--- src/rtl/alu_pkg.sv ---
// Shared types for the ALU command engine: operation codes and engine states.
package alu_pkg;

   typedef enum logic [1:0] {
      ADD = 2'b00,
      SUB = 2'b01,
      AND = 2'b10,
      OR  = 2'b11
   } alu_op_t;

   typedef enum logic [1:0] {
      IDLE = 2'd0,
      EXEC = 2'd1,
      HOLD = 2'd2
   } eng_state_t;

endpackage

--- src/rtl/alu_core.sv ---
// Combinational ALU: modulo add/sub with carry/borrow, bitwise and/or.
module alu_core
   import alu_pkg::*;
#(
   parameter int WIDTH = 8
) (
   input  alu_op_t          i_op,
   input  logic [WIDTH-1:0] i_a,
   input  logic [WIDTH-1:0] i_b,
   output logic [WIDTH-1:0] o_result,
   output logic             o_carry
);

   logic [WIDTH:0] w_sum;
   logic [WIDTH:0] w_diff;

   // The extra top bit carries out on add and becomes the borrow (a<b) on sub.
   assign w_sum  = {1'b0, i_a} + {1'b0, i_b};
   assign w_diff = {1'b0, i_a} - {1'b0, i_b};

   always_comb begin
      o_result = '0;
      o_carry  = 1'b0;
      case (i_op)
         ADD: begin
            o_result = w_sum[WIDTH-1:0];
            o_carry  = w_sum[WIDTH];
         end
         SUB: begin
            o_result = w_diff[WIDTH-1:0];
            o_carry  = w_diff[WIDTH];
         end
         AND: o_result = i_a & i_b;
         OR:  o_result = i_a | i_b;
         default: o_result = '0;
      endcase
   end

endmodule

--- src/rtl/alu_cmd_engine.sv ---
// Three-state (IDLE/EXEC/HOLD) command engine around alu_core with a consumed-response counter.
// Optional zero/carry flag outputs are enabled by defining ALU_CMD_FLAGS_EN.
module alu_cmd_engine
   import alu_pkg::*;
#(
   parameter int WIDTH = 8,
   parameter int CNT_W = 16
) (
   input  logic             clk,
   input  logic             rst_n,
   input  logic             cmd_valid,
   output logic             cmd_ready,
   input  logic [1:0]       cmd_op,
   input  logic [WIDTH-1:0] cmd_a,
   input  logic [WIDTH-1:0] cmd_b,
   output logic             rsp_valid,
   input  logic             rsp_ready,
   output logic [WIDTH-1:0] rsp_data,
`ifdef ALU_CMD_FLAGS_EN
   output logic             rsp_zero,
   output logic             rsp_carry,
`endif
   output logic [CNT_W-1:0] op_count
);

   eng_state_t       r_state;
   alu_op_t          r_op;
   logic [WIDTH-1:0] r_a;
   logic [WIDTH-1:0] r_b;
   logic [WIDTH-1:0] r_rsp_data;
   logic             r_rsp_valid;
   logic             r_cmd_ready;
   logic [CNT_W-1:0] r_op_count;
   logic [WIDTH-1:0] w_result;
`ifdef ALU_CMD_FLAGS_EN
   logic             w_carry;
   logic             r_rsp_zero;
   logic             r_rsp_carry;
`else
   logic             w_unused_carry;
`endif

   alu_core #(
      .WIDTH (WIDTH)
   ) u_core (
      .i_op     (r_op),
      .i_a      (r_a),
      .i_b      (r_b),
      .o_result (w_result),
`ifdef ALU_CMD_FLAGS_EN
      .o_carry  (w_carry)
`else
      .o_carry  (w_unused_carry)
`endif
   );

   always_ff @(posedge clk) begin
      if (!rst_n) begin
         r_state     <= IDLE;
         r_rsp_valid <= 1'b0;
         r_cmd_ready <= 1'b1;
         r_rsp_data  <= '0;
         r_op_count  <= '0;
`ifdef ALU_CMD_FLAGS_EN
         r_rsp_zero  <= 1'b0;
         r_rsp_carry <= 1'b0;
`endif
      end else begin
         case (r_state)
            IDLE: begin
               if (cmd_valid) begin
                  r_op        <= alu_op_t'(cmd_op);
                  r_a         <= cmd_a;
                  r_b         <= cmd_b;
                  r_cmd_ready <= 1'b0;
                  r_state     <= EXEC;
               end
            end
            EXEC: begin
               r_rsp_data  <= w_result;
`ifdef ALU_CMD_FLAGS_EN
               r_rsp_zero  <= (w_result == '0);
               r_rsp_carry <= w_carry;
`endif
               r_rsp_valid <= 1'b1;
               r_state     <= HOLD;
            end
            HOLD: begin
               if (rsp_ready) begin
                  r_rsp_valid <= 1'b0;
                  r_cmd_ready <= 1'b1;
                  r_op_count  <= r_op_count + CNT_W'(1);
                  r_state     <= IDLE;
               end
            end
            default: begin
               r_rsp_valid <= 1'b0;
               r_cmd_ready <= 1'b1;
               r_state     <= IDLE;
            end
         endcase
      end
   end

   // Ready sits high through reset so it is live on the first cycle after release; the mask keeps it low while held.
   assign cmd_ready = r_cmd_ready & rst_n;
   assign rsp_valid = r_rsp_valid;
   assign rsp_data  = r_rsp_data;
   assign op_count  = r_op_count;
`ifdef ALU_CMD_FLAGS_EN
   assign rsp_zero  = r_rsp_zero;
   assign rsp_carry = r_rsp_carry;
`endif

endmodule

--- config.mk ---
export PLATFORM = sky130hd
export DESIGN_NAME = alu_cmd_engine
export DESIGN_NICKNAME = d
export VERILOG_FILES = /design/src/rtl/alu_pkg.sv /design/src/rtl/alu_core.sv /design/src/rtl/alu_cmd_engine.sv
export SDC_FILE = /design/constraint.sdc
export NUM_CORES = 1
export LEC_CHECK = 0
export ABC_AREA = 1
export CAP_MARGIN = 20
export CORE_UTILIZATION = 55
export DETAILED_ROUTE_END_ITERATION = 10
export DONT_BUFFER_PORTS = 1
export PLACE_DENSITY = 0.82
export SYNTH_ARGS = -nofsm -noshare
export SYNTH_HDL_FRONTEND = slang
export SYNTH_SLANG_ARGS = --single-unit
--- constraint.sdc ---
create_clock -name clk -period 6.9 [get_ports clk]
set_input_delay 0.345 -clock clk [delete_from_list [all_inputs] [get_ports clk]]
set_output_delay 0.345 -clock clk [all_outputs]
set_load 0.01 [all_outputs]
==> out/qor.csv, run 1 <==
stage;metric;value;unit
synthesis;FF+latch count, synth;46;
routing;DR pass1 iterations;4;
clocking;CTS tree;built;
timing;RSZ-0062 raised after global routing;no;
min_path;WHS Path Cells;1;
setup_path;Worst Setup SP;r_op[1]$_DFFE_PP_;
setup_path;CP max FO;9;
floorplan;core area;4140;um2
clocking;clk sinks;46;
grt;vias in the first global route;1725;
timing;Final Cycle Share;36.9;%
layout;Area growth syn-to-layout;7.93;%
setup_path;Reg2Reg Depth;14;
setup_path;Worst setup EP type;flop;
placement;placed wire-length estimate;3.45;mm
synthesis;post-synth net total;331;
run_status;status;finished clean;
min_path;Hold Path Class;input pin to flop;
setup_path;worst r2r src;r_op[1]$_DFFE_PP_;
clocking;setup bufs post-CTS;0;
synthesis;Ys Warns;0;
grt;pin count of the biggest net entering global routing;21;
routing;Routed WL;4.50;mm
synthesis;number of synthesized flops with an enable pin;18;
min_path;start point of the worst hold path;rst_n;
placement;IO Port Bufs;0;
timing;Slew Limit Headroom;52.4;%
layout;Fill cells;366;
placement;DP Area;2510;um2
synthesis;cell taking the most area after synthesis;dfxtp_1;
timing;worst hold slack;132;ps
clocking;root buf cell;clkbuf_8;
setup_path;worst path required time;7090;ps
pwr;cell area power density;219;nW/um2
placement;dpl cells;344;
floorplan;chip height;68.7;um
timing;Final setup viols;0;
setup_path;CP delay by family, top;simple AND/OR/NAND/NOR gates;
setup_path;CP arrival;2730;ps
timing;fmax;392;MHz
routing;post-DR vias/cell;5.51;
setup_path;Levels on crit path;14;
pwr;maximum vdd drop;158;uV
grt;gr ovfl total;0;
pwr;total chip power;0.578;mW
layout;Final nets;335;
layout;share of post-route cells with drive strength above 1;8.28;%
clocking;insertion delay to the later sink of the worst-skew pair;300;ps
synthesis;Yosys cell types;35;
floorplan;I/O Pins;48;
clocking;clk buf depth;2;
synthesis;Synth top area share;22.9;%
grt;initial antenna violation count;0;
clocking;cts repair resizes;0;
placement;gpl congestion;0.962;
floorplan;Die Span X;68.7;um
layout;fin area;2640;um2
run;Max Cap Viol;0;
setup_path;slowest stage cell, crit path;edfxtp_1;
timing;setup TNS;0;ps
clocking;CTS Buf Count;5;
timing;Worst-Margin Slew;711;ps
setup_path;Crit Path Class;flop to flop;
synthesis;register area share after synthesis;45.0;%
setup_path;worst path bufs/invs;2;
layout;Cell Count, Final, Fillers Out;352;
synthesis;synthesized cell area;2440;um2
pwr;leakage;1.16;nW
clocking;CTS clk-pin slew, worst paths;80;ps
synthesis;Synth area leaders;dfxtp_1 (23%), edfxtp_1 (22%), nand2_1 (8.1%);
floorplan;initial core utilization;59.0;%
clocking;count of hold-fix buffers inserted at cts;0;
timing;Clock Skews;10.9;ps
setup_path;crit path cell chain;clkinv_1 -> nand2_1 -> nand2_1 -> xor2_1 -> inv_1 -> ha_1 -> nand2_1 -> nand2_1 -> nand2_1 -> nand2_1 -> a21oi_1 -> nand3_1 -> nand3_1 -> a21oi_1;
synthesis;most numerous cell in the Yosys netlist;nand2_1;
setup_path;startpoint types;flop;
timing;post-route minimum period;2550;ps
layout;antenna diode instance count;0;
grt;first-pass GRT wire length;7.17;mm
setup_path;Most common cell on crit path;nand2_1;
synthesis;Post-Synthesis Cells;297;
routing;Detail Route Antenna Nets;0;
routing;drt drc;0;
setup_path;crit-path max cell delay;430;ps
floorplan;die area;4720;um2
synthesis;Synth async-reset ratio;0;%
routing;via count;1941;
floorplan;row cnt;23;
routing;wire length per cell;12.8;um
synthesis;Syn Area/Cell;8.23;um2
timing;Slew Viols, Final;0;
routing;1st-iter DRT viols;103;
synthesis;ys flop type;dfxtp_1;
grt;GRT Total Usage;20.7;%
synthesis;Post-synth top cells;nand2_1 (53), inv_1 (40), nor2_1 (34);
clocking;H-tree Lvls;2;
timing;Hold Vio Cnt, Final;0;
[registers in the layout, indices dropped and copies added (netlist names)]
name,flops
op_count,16
r_a,8
r_b,8
r_cmd_ready,1
r_op,2
r_state,2
rsp_data,8
rsp_valid,1
[kinds of logic after synthesis]
group / count (synthesis) / share of synthesized area, %
AOI/OAI and AO/OA: 58 / 13.5
adders and majority gates: 12 / 6.45
xor gates and xnor gates: 7 / 2.51
and+or+nand+nor: 129 / 25.6
DFF: 46 / 45.0
buffers and inverters: 45 / 6.91
[area by class of cell]
type	instances	area, um2	share of cell area, %
Multi-Input combinational cell	206	1180	44.8
Sequential cell	46	1100	41.7
Inverter	41	154	5.83
Clock buffer	8	133	5.03
Tap cell	50	62.6	2.37
Timing Repair Buffer	1	7.51	0.284
[layout by cell type (no fill, tap or decap), drive strengths merged, types with 2 or more instances in the layout]
cell / instances
o21ai: 18
nand2: 55
dfxtp: 28
nor4: 2
a31oi: 6
nor3: 7
nor2: 39
clkbuf: 8
or2: 4
o21bai: 2
xor2: 7
ha: 11
a211oi: 2
nand3: 18
edfxtp: 18
a21oi: 24
nand3b: 2
a311oi: 2
inv: 40
[worst paths after layout]
| check | to | slack (ps) |
|---|---|---|
| worst max-delay path | rsp_data[7]$_SDFFE_PN0P_ | 4350 |
| worst min-delay path | r_cmd_ready$_SDFFE_PN1P_ | 130 |
| worst max register to register | rsp_data[7]$_SDFFE_PN0P_ | 4350 |
| worst min register to register | r_cmd_ready$_SDFFE_PN1P_ | 490 |
[stage by stage]
step | setup slack, ps | utilization (%)
floorplan | 4110 | -
global placement | 4480 | 60.5
detailed placement | 4420 | 60.5
CTS | 4390 | 63.7
global route | 4020 | 63.7
finish | 4350 | 63.7
[power breakdown]
group	total, mW	leakage, nW	internal, mW	switching, mW
Clock	0.210	0.0678	0.125	0.0851
Combinational	0.0624	0.697	0.0233	0.0391
Sequential	0.305	0.395	0.294	0.0113
Total	0.578	1.16	0.442	0.135
[per-layer routing]
| metal | track usage (%) | routed length (um) | up-vias |
|---|---|---|---|
| met5 | 0 | 0 | - |
| met4 | 9.64 | 65 | 0 |
| met3 | 5.26 | 219 | 7 |
| met2 | 35.9 | 2240 | 56 |
| met1 | 23.8 | 1970 | 881 |
| li1 | - | - | 997 |
(Power assumes the default switching activity.)
==> run 2: changes to the inputs <==
==> constraint.sdc (replaced) <==
create_clock -name clk -period 2.59 [get_ports clk]
set_input_delay 0.1295 -clock clk [delete_from_list [all_inputs] [get_ports clk]]
set_output_delay 0.1295 -clock clk [all_outputs]
set_load 0.01 [all_outputs]
==> out/qor.csv, run 2 (synthesis results as in run 1) <==
stage;metric;value;unit
run_status;status;finished clean;
clocking;CTS Buf Count;5;
routing;post-DR vias/cell;5.50;
min_path;hold endpoint;r_state[0]$_SDFFE_PN0P_;
min_path;WHS Path Cells;2;
timing;Clock Skews;10.2;ps
routing;Detail Route Antenna Nets;0;
layout;Cell Count, Final, Fillers Out;374;
pwr;Psw;0.380;mW
clocking;root buf cell;clkbuf_8;
setup_path;Worst setup EP type;flop;
floorplan;chip height;68.7;um
clocking;clk sinks;46;
floorplan;Die Span X;68.7;um
timing;Slew Viols, Final;0;
placement;gpl congestion;0.883;
pwr;Logic pwr share;14.0;%
pwr;Internal Power;1.06;mW
timing;Final Cycle Share;92.5;%
timing;fmax;417;MHz
routing;via count;2057;
timing;Final setup viols;0;
setup_path;CP max FO;5;
pwr;Sw Ratio;26.5;%
setup_path;startpoint types;flop;
grt;pin count of the biggest net entering global routing;19;
timing;setup TNS;0;ps
layout;Area growth syn-to-layout;15.3;%
timing;Slew Limit Headroom;55.2;%
clocking;CTS tree;built;
floorplan;die area;4720;um2
clocking;clk buf depth;2;
timing;Worst-Margin Slew;670;ps
setup_path;worst path required time;2830;ps
routing;Routed WL;5.11;mm
setup_path;Reg-to-Reg End;rsp_data[7]$_SDFFE_PN0P_;
grt;initial antenna violation count;0;
setup_path;CP arrival;2630;ps
layout;Final nets;357;
placement;Place WS;57.6;ps
setup_path;worst reg2reg setup slack;190;ps
placement;dpl cells;346;
routing;1st-iter DRT viols;94;
timing;final worst setup slack;195;ps
layout;antenna diode instance count;0;
layout;Fill cells;340;
routing;drt drc;0;
clocking;H-tree Lvls;2;
routing;DR pass1 iterations;4;
pwr;leakage;1.23;nW
setup_path;Crit Path Class;flop to flop;
pwr;cell area power density;509;nW/um2
layout;share of post-route cells with drive strength above 1;9.57;%
floorplan;row cnt;23;
timing;RSZ-0062 raised after global routing;yes;
min_path;start point of the worst hold path;cmd_valid;
grt;first-pass GRT wire length;7.97;mm
clocking;insertion delay to the later sink of the worst-skew pair;300;ps
setup_path;worst r2r src;r_b[1]$_DFFE_PP_;
floorplan;initial core utilization;59.0;%
grt;gr ovfl total;0;
clocking;CTS clk-pin slew, worst paths;80;ps
pwr;sequential share of power;56.7;%
min_path;Hold Path Class;input pin to flop;
floorplan;I/O Pins;48;
layout;commonest non-fill, non-tap cell in the layout;nand2_1;
placement;placed wire-length estimate;3.65;mm
pwr;Clock power frac;29.3;%
placement;IO Port Bufs;0;
floorplan;core area;4140;um2
timing;post-route minimum period;2400;ps
layout;commonest non-fill, non-tap cells in the layout;nand2_1 (53), inv_1 (38), nor2_1 (34);
grt;GRT Total Usage;23.6;%
setup_path;Reg2Reg Depth;18;
routing;wire length per cell;13.7;um
pwr;maximum vdd drop;506;uV
layout;Largest register FFs;16;
run;Max Cap Viol;0;
timing;Hold Vio Cnt, Final;0;
grt;vias in the first global route;1821;
[run 2: metrics by stage]
step                hold WS (ps)  cell area (um2)  power (mW)  utilization (%)
global placement             220             2530       0.993             61.1
detailed placement           223             2530        1.00             61.1
global route                34.1             2820        1.50             68.0
floorplan                    228             2450       0.959                -
finish                      27.0             2820        1.44             68.0
CTS                         17.4             2800        1.44             67.6
[run 2: worst max path at each step]
| stage | from | cells after the start | slack, ps | end |
|---|---|---|---|---|
| 6_report | r_b[1]$_DFFE_PP_ | 18 | 190 | rsp_data[7]$_SDFFE_PN0P_ |
| 5_1_grt | r_b[1]$_DFFE_PP_ | 18 | -50 | rsp_data[7]$_SDFFE_PN0P_ |
| 4_1_cts | r_b[0]$_DFFE_PP_ | 18 | 40 | rsp_data[7]$_SDFFE_PN0P_ |
| 3_5_place_dp | r_b[0]$_DFFE_PP_ | 18 | 60 | rsp_data[7]$_SDFFE_PN0P_ |
| 3_3_place_gp | r_b[0]$_DFFE_PP_ | 17 | 200 | rsp_data[7]$_SDFFE_PN0P_ |
| 2_1_floorplan | r_b[0]$_DFFE_PP_ | 17 | 310 | rsp_data[7]$_SDFFE_PN0P_ |
[run 2: power groups by stage]
stage | Combinational [mW] | Clock, mW | Sequential, mW
finish | 0.201 | 0.421 | 0.814
global route | 0.228 | 0.458 | 0.819
CTS | 0.196 | 0.426 | 0.814
detailed placement | 0.169 | 0 | 0.831
global placement | 0.163 | 0 | 0.830
floorplan | 0.136 | 0 | 0.823
[run 2: what timing repair did]
action                                 in CTS  in global routing
endpoints found under the hold margin      36                  0
setup endpoints to repair                   0                  3
hold buffers                               19                  0
resized for setup                           0                  4
buffers inserted                            0                  1
[run 2: per-layer routing]
layer / wire (um) / GRT usage [%] / up-vias
li1: - / - / 1043
met1: 2240 / 27.0 / 957
met2: 2530 / 40.6 / 48
met3: 264 / 6.91 / 9
met4: 79 / 10.2 / 0
met5: 0 / 0 / -
[run 2: cell type report]
class                           instances  area [um2]  share of cell area, %
Clock inverter                          2        10.0                  0.355
Inverter                               41         154                   5.46
Sequential cell                        46        1100                   39.1
Clock buffer                            6        72.6                   2.57
Timing Repair Buffer                   23         220                   7.81
Tap cell                               50        62.6                   2.22
Multi-Input combinational cell        206        1200                   42.5
[run 2: worst max-delay path, cell delays in order, from the launching register on]
cell and delay (ps):
edfxtp_1 450, inv_2 90, ha_1 150, inv_1 50
nor3_1 140, inv_1 90, o31ai_2 210, xor2_1 160
inv_1 50, ha_1 310, nand2_1 110, inv_1 40
nand2_1 50, nand2_1 50, a21oi_2 110, inv_1 50
nand2_1 50, nand3_1 60, a21oi_1 110
==> run 3: changes to the inputs <==
--- a/config.mk
+++ b/config.mk
@@ -13,4 +13,5 @@
 export PLACE_DENSITY = 0.82
 export SYNTH_ARGS = -nofsm -noshare
 export SYNTH_HDL_FRONTEND = slang
+export SYNTH_HIERARCHICAL = 1
 export SYNTH_SLANG_ARGS = --single-unit
==> out/qor.csv, run 3 <==
stage;metric;value;unit
synthesis;Post-Synthesis Cells;385;
grt;initial antenna violation count;0;
floorplan;row cnt;25;
routing;1st-iter DRT viols;186;
clocking;CTS Buf Count;5;
setup_path;startpoint types;flop;
layout;commonest non-fill, non-tap cell in the layout;nand2_1;
clocking;CTS tree;built;
placement;gpl congestion;0.853;
pwr;maximum vdd drop;384;uV
pwr;sequential share of power;55.0;%
pwr;Clock power frac;29.3;%
floorplan;Die Span X;74.1;um
timing;Clock Skews;13.3;ps
setup_path;crit path cell chain;inv_1 -> ha_1 -> fa_1 -> clkinv_1 -> nand2_1 -> nand3_1 -> nand3_1 -> nand2_1 -> nand2_1 -> nand3_1 -> nand3_1 -> nor2_1 -> nor2_1;
pwr;leakage;1.50;nW
timing;Slew Limit Headroom;49.7;%
placement;IO Port Bufs;0;
pwr;cell area power density;457;nW/um2
setup_path;crit-path max cell delay;390;ps
floorplan;die area;5480;um2
layout;commonest non-fill, non-tap cells in the layout;nand2_1 (89), inv_1 (60), nor2_1 (49);
clocking;root buf cell;clkbuf_8;
clocking;clk buf depth;2;
timing;Slew Viols, Final;0;
routing;wire length per cell;12.0;um
min_path;Hold Path Class;input pin to flop;
synthesis;post-synth net total;434;
setup_path;slowest stage cell, crit path;fa_1;
routing;drt drc;0;
synthesis;Ys Warns;6;
placement;placed wire-length estimate;4.29;mm
pwr;Psw;0.403;mW
floorplan;I/O Pins;48;
timing;Worst-Margin Slew;753;ps
setup_path;worst path required time;2790;ps
timing;Final setup viols;0;
grt;pin count of the biggest net entering global routing;25;
timing;Hold Vio Cnt, Final;0;
placement;DP Area;2930;um2
pwr;Logic pwr share;15.7;%
setup_path;Crit Path Class;flop to flop;
timing;setup TNS;0;ps
run;Max Cap Viol;0;
grt;vias in the first global route;2249;
clocking;setup bufs post-CTS;0;
routing;Routed WL;5.75;mm
grt;gr ovfl total;0;
pwr;Internal Power;1.07;mW
setup_path;CP delay by family, top;simple AND/OR/NAND/NOR gates;
layout;fin area;3210;um2
routing;post-DR vias/cell;5.09;
layout;Area growth syn-to-layout;12.4;%
grt;GRT Total Usage;22.7;%
setup_path;worst path bufs/invs;2;
layout;Final nets;459;
run_status;status;finished clean;
timing;RSZ-0062 raised after global routing;no;
routing;DR pass1 iterations;4;
floorplan;chip height;74.1;um
routing;via count;2435;
layout;antenna diode instance count;0;
clocking;H-tree Lvls;2;
routing;Detail Route Antenna Nets;0;
timing;fmax;541;MHz
grt;first-pass GRT wire length;9.61;mm
layout;share of post-route cells with drive strength above 1;6.57;%
pwr;Sw Ratio;27.4;%
timing;post-route minimum period;1850;ps
synthesis;synthesized cell area;2860;um2
setup_path;CP arrival;2050;ps
clocking;clk sinks;46;
setup_path;Most common cell on crit path;nand3_1;
layout;Fill cells;394;
floorplan;core area;4850;um2
clocking;insertion delay to the later sink of the worst-skew pair;300;ps
synthesis;Syn Area/Cell;7.42;um2
clocking;CTS clk-pin slew, worst paths;90;ps
floorplan;initial core utilization;58.9;%
setup_path;Worst setup EP type;flop;
layout;Largest register FFs;16;
setup_path;CP max FO;2;
timing;Final Cycle Share;71.4;%
==> run 3: changes by cell type in the layout (fill, tap and decap cells not counted), sizes merged, moves of 5 or more <==
| cell | delta |
|---|---|
| a21oi | -10 |
| a31oi | -5 |
| ha | +14 |
| inv | +28 |
| nand2 | +35 |
| nand3 | +17 |
| nor2 | +15 |
| o22ai | +5 |
==> run 3: area by class of cell <==
class	count	area (um2)	area share [%]
multi-input cells	263	1450	45.1
inverters	74	293	9.12
clock buffers	6	72.6	2.26
flip-flops and latches	46	1100	34.3
well taps	67	83.8	2.61
clock inverters	2	13.8	0.429
repair buffers	20	198	6.16
==> run 3: timing repair <==
item | in CTS | in global routing
hold buffers | 19 | 0
gates resized for setup | 0 | 0
endpoints found under the hold margin | 42 | 0
==> run 3: power groups by stage <==
stage | clock [mW] | combinational, mW | sequential [mW]
after floorplan | 0 | 0.166 | 0.819
after global placement | 0 | 0.196 | 0.823
after detailed placement | 0 | 0.202 | 0.824
after CTS | 0.442 | 0.229 | 0.808
after global routing | 0.470 | 0.263 | 0.812
final | 0.430 | 0.231 | 0.807
==> run 3: routing by layer <==
metal  vias to the layer above  global-route usage (%)  part of all wire (%)  wire length [um]
li1                       1268                       -                     -                 -
met5                         -                       0                     0                 0
met1                      1112                    31.4                    48              2770
met4                         0                    7.69                   1.3                73
met3                         6                    4.34                   4.2               239
met2                        49                    35.7                    46              2670
==> run 3: path summary, 6_finish.rpt <==
| check | start | endpoint | slack, ps | depth (start not counted) |
|---|---|---|---|---|
| worst min-delay path | cmd_valid | r_state[0]$_SDFFE_PN0P_ | 20 | 2 |
| worst max-delay path | r_a[0]$_DFFE_PP_ | rsp_data[6]$_SDFFE_PN0P_ | 740 | 13 |
| worst max register to register | r_a[0]$_DFFE_PP_ | rsp_data[6]$_SDFFE_PN0P_ | 740 | 13 |
| worst min register to register | r_cmd_ready$_SDFFE_PN1P_ | r_cmd_ready$_SDFFE_PN1P_ | 500 | 2 |
==> run 3: through the flow <==
step | power [mW] | utilization [%] | std cells | setup WS (ps) | hold slack, ps
detailed placement | 1.03 | 60.5 | 451 | 754 | 223
CTS | 1.48 | 66.2 | 478 | 756 | 11.2
finish | 1.47 | 66.2 | 478 | 742 | 16.9
floorplan | 0.985 | - | 385 | 393 | 228
global placement | 1.02 | 60.5 | 451 | 781 | 220
global route | 1.55 | 66.2 | 478 | 537 | 18.4
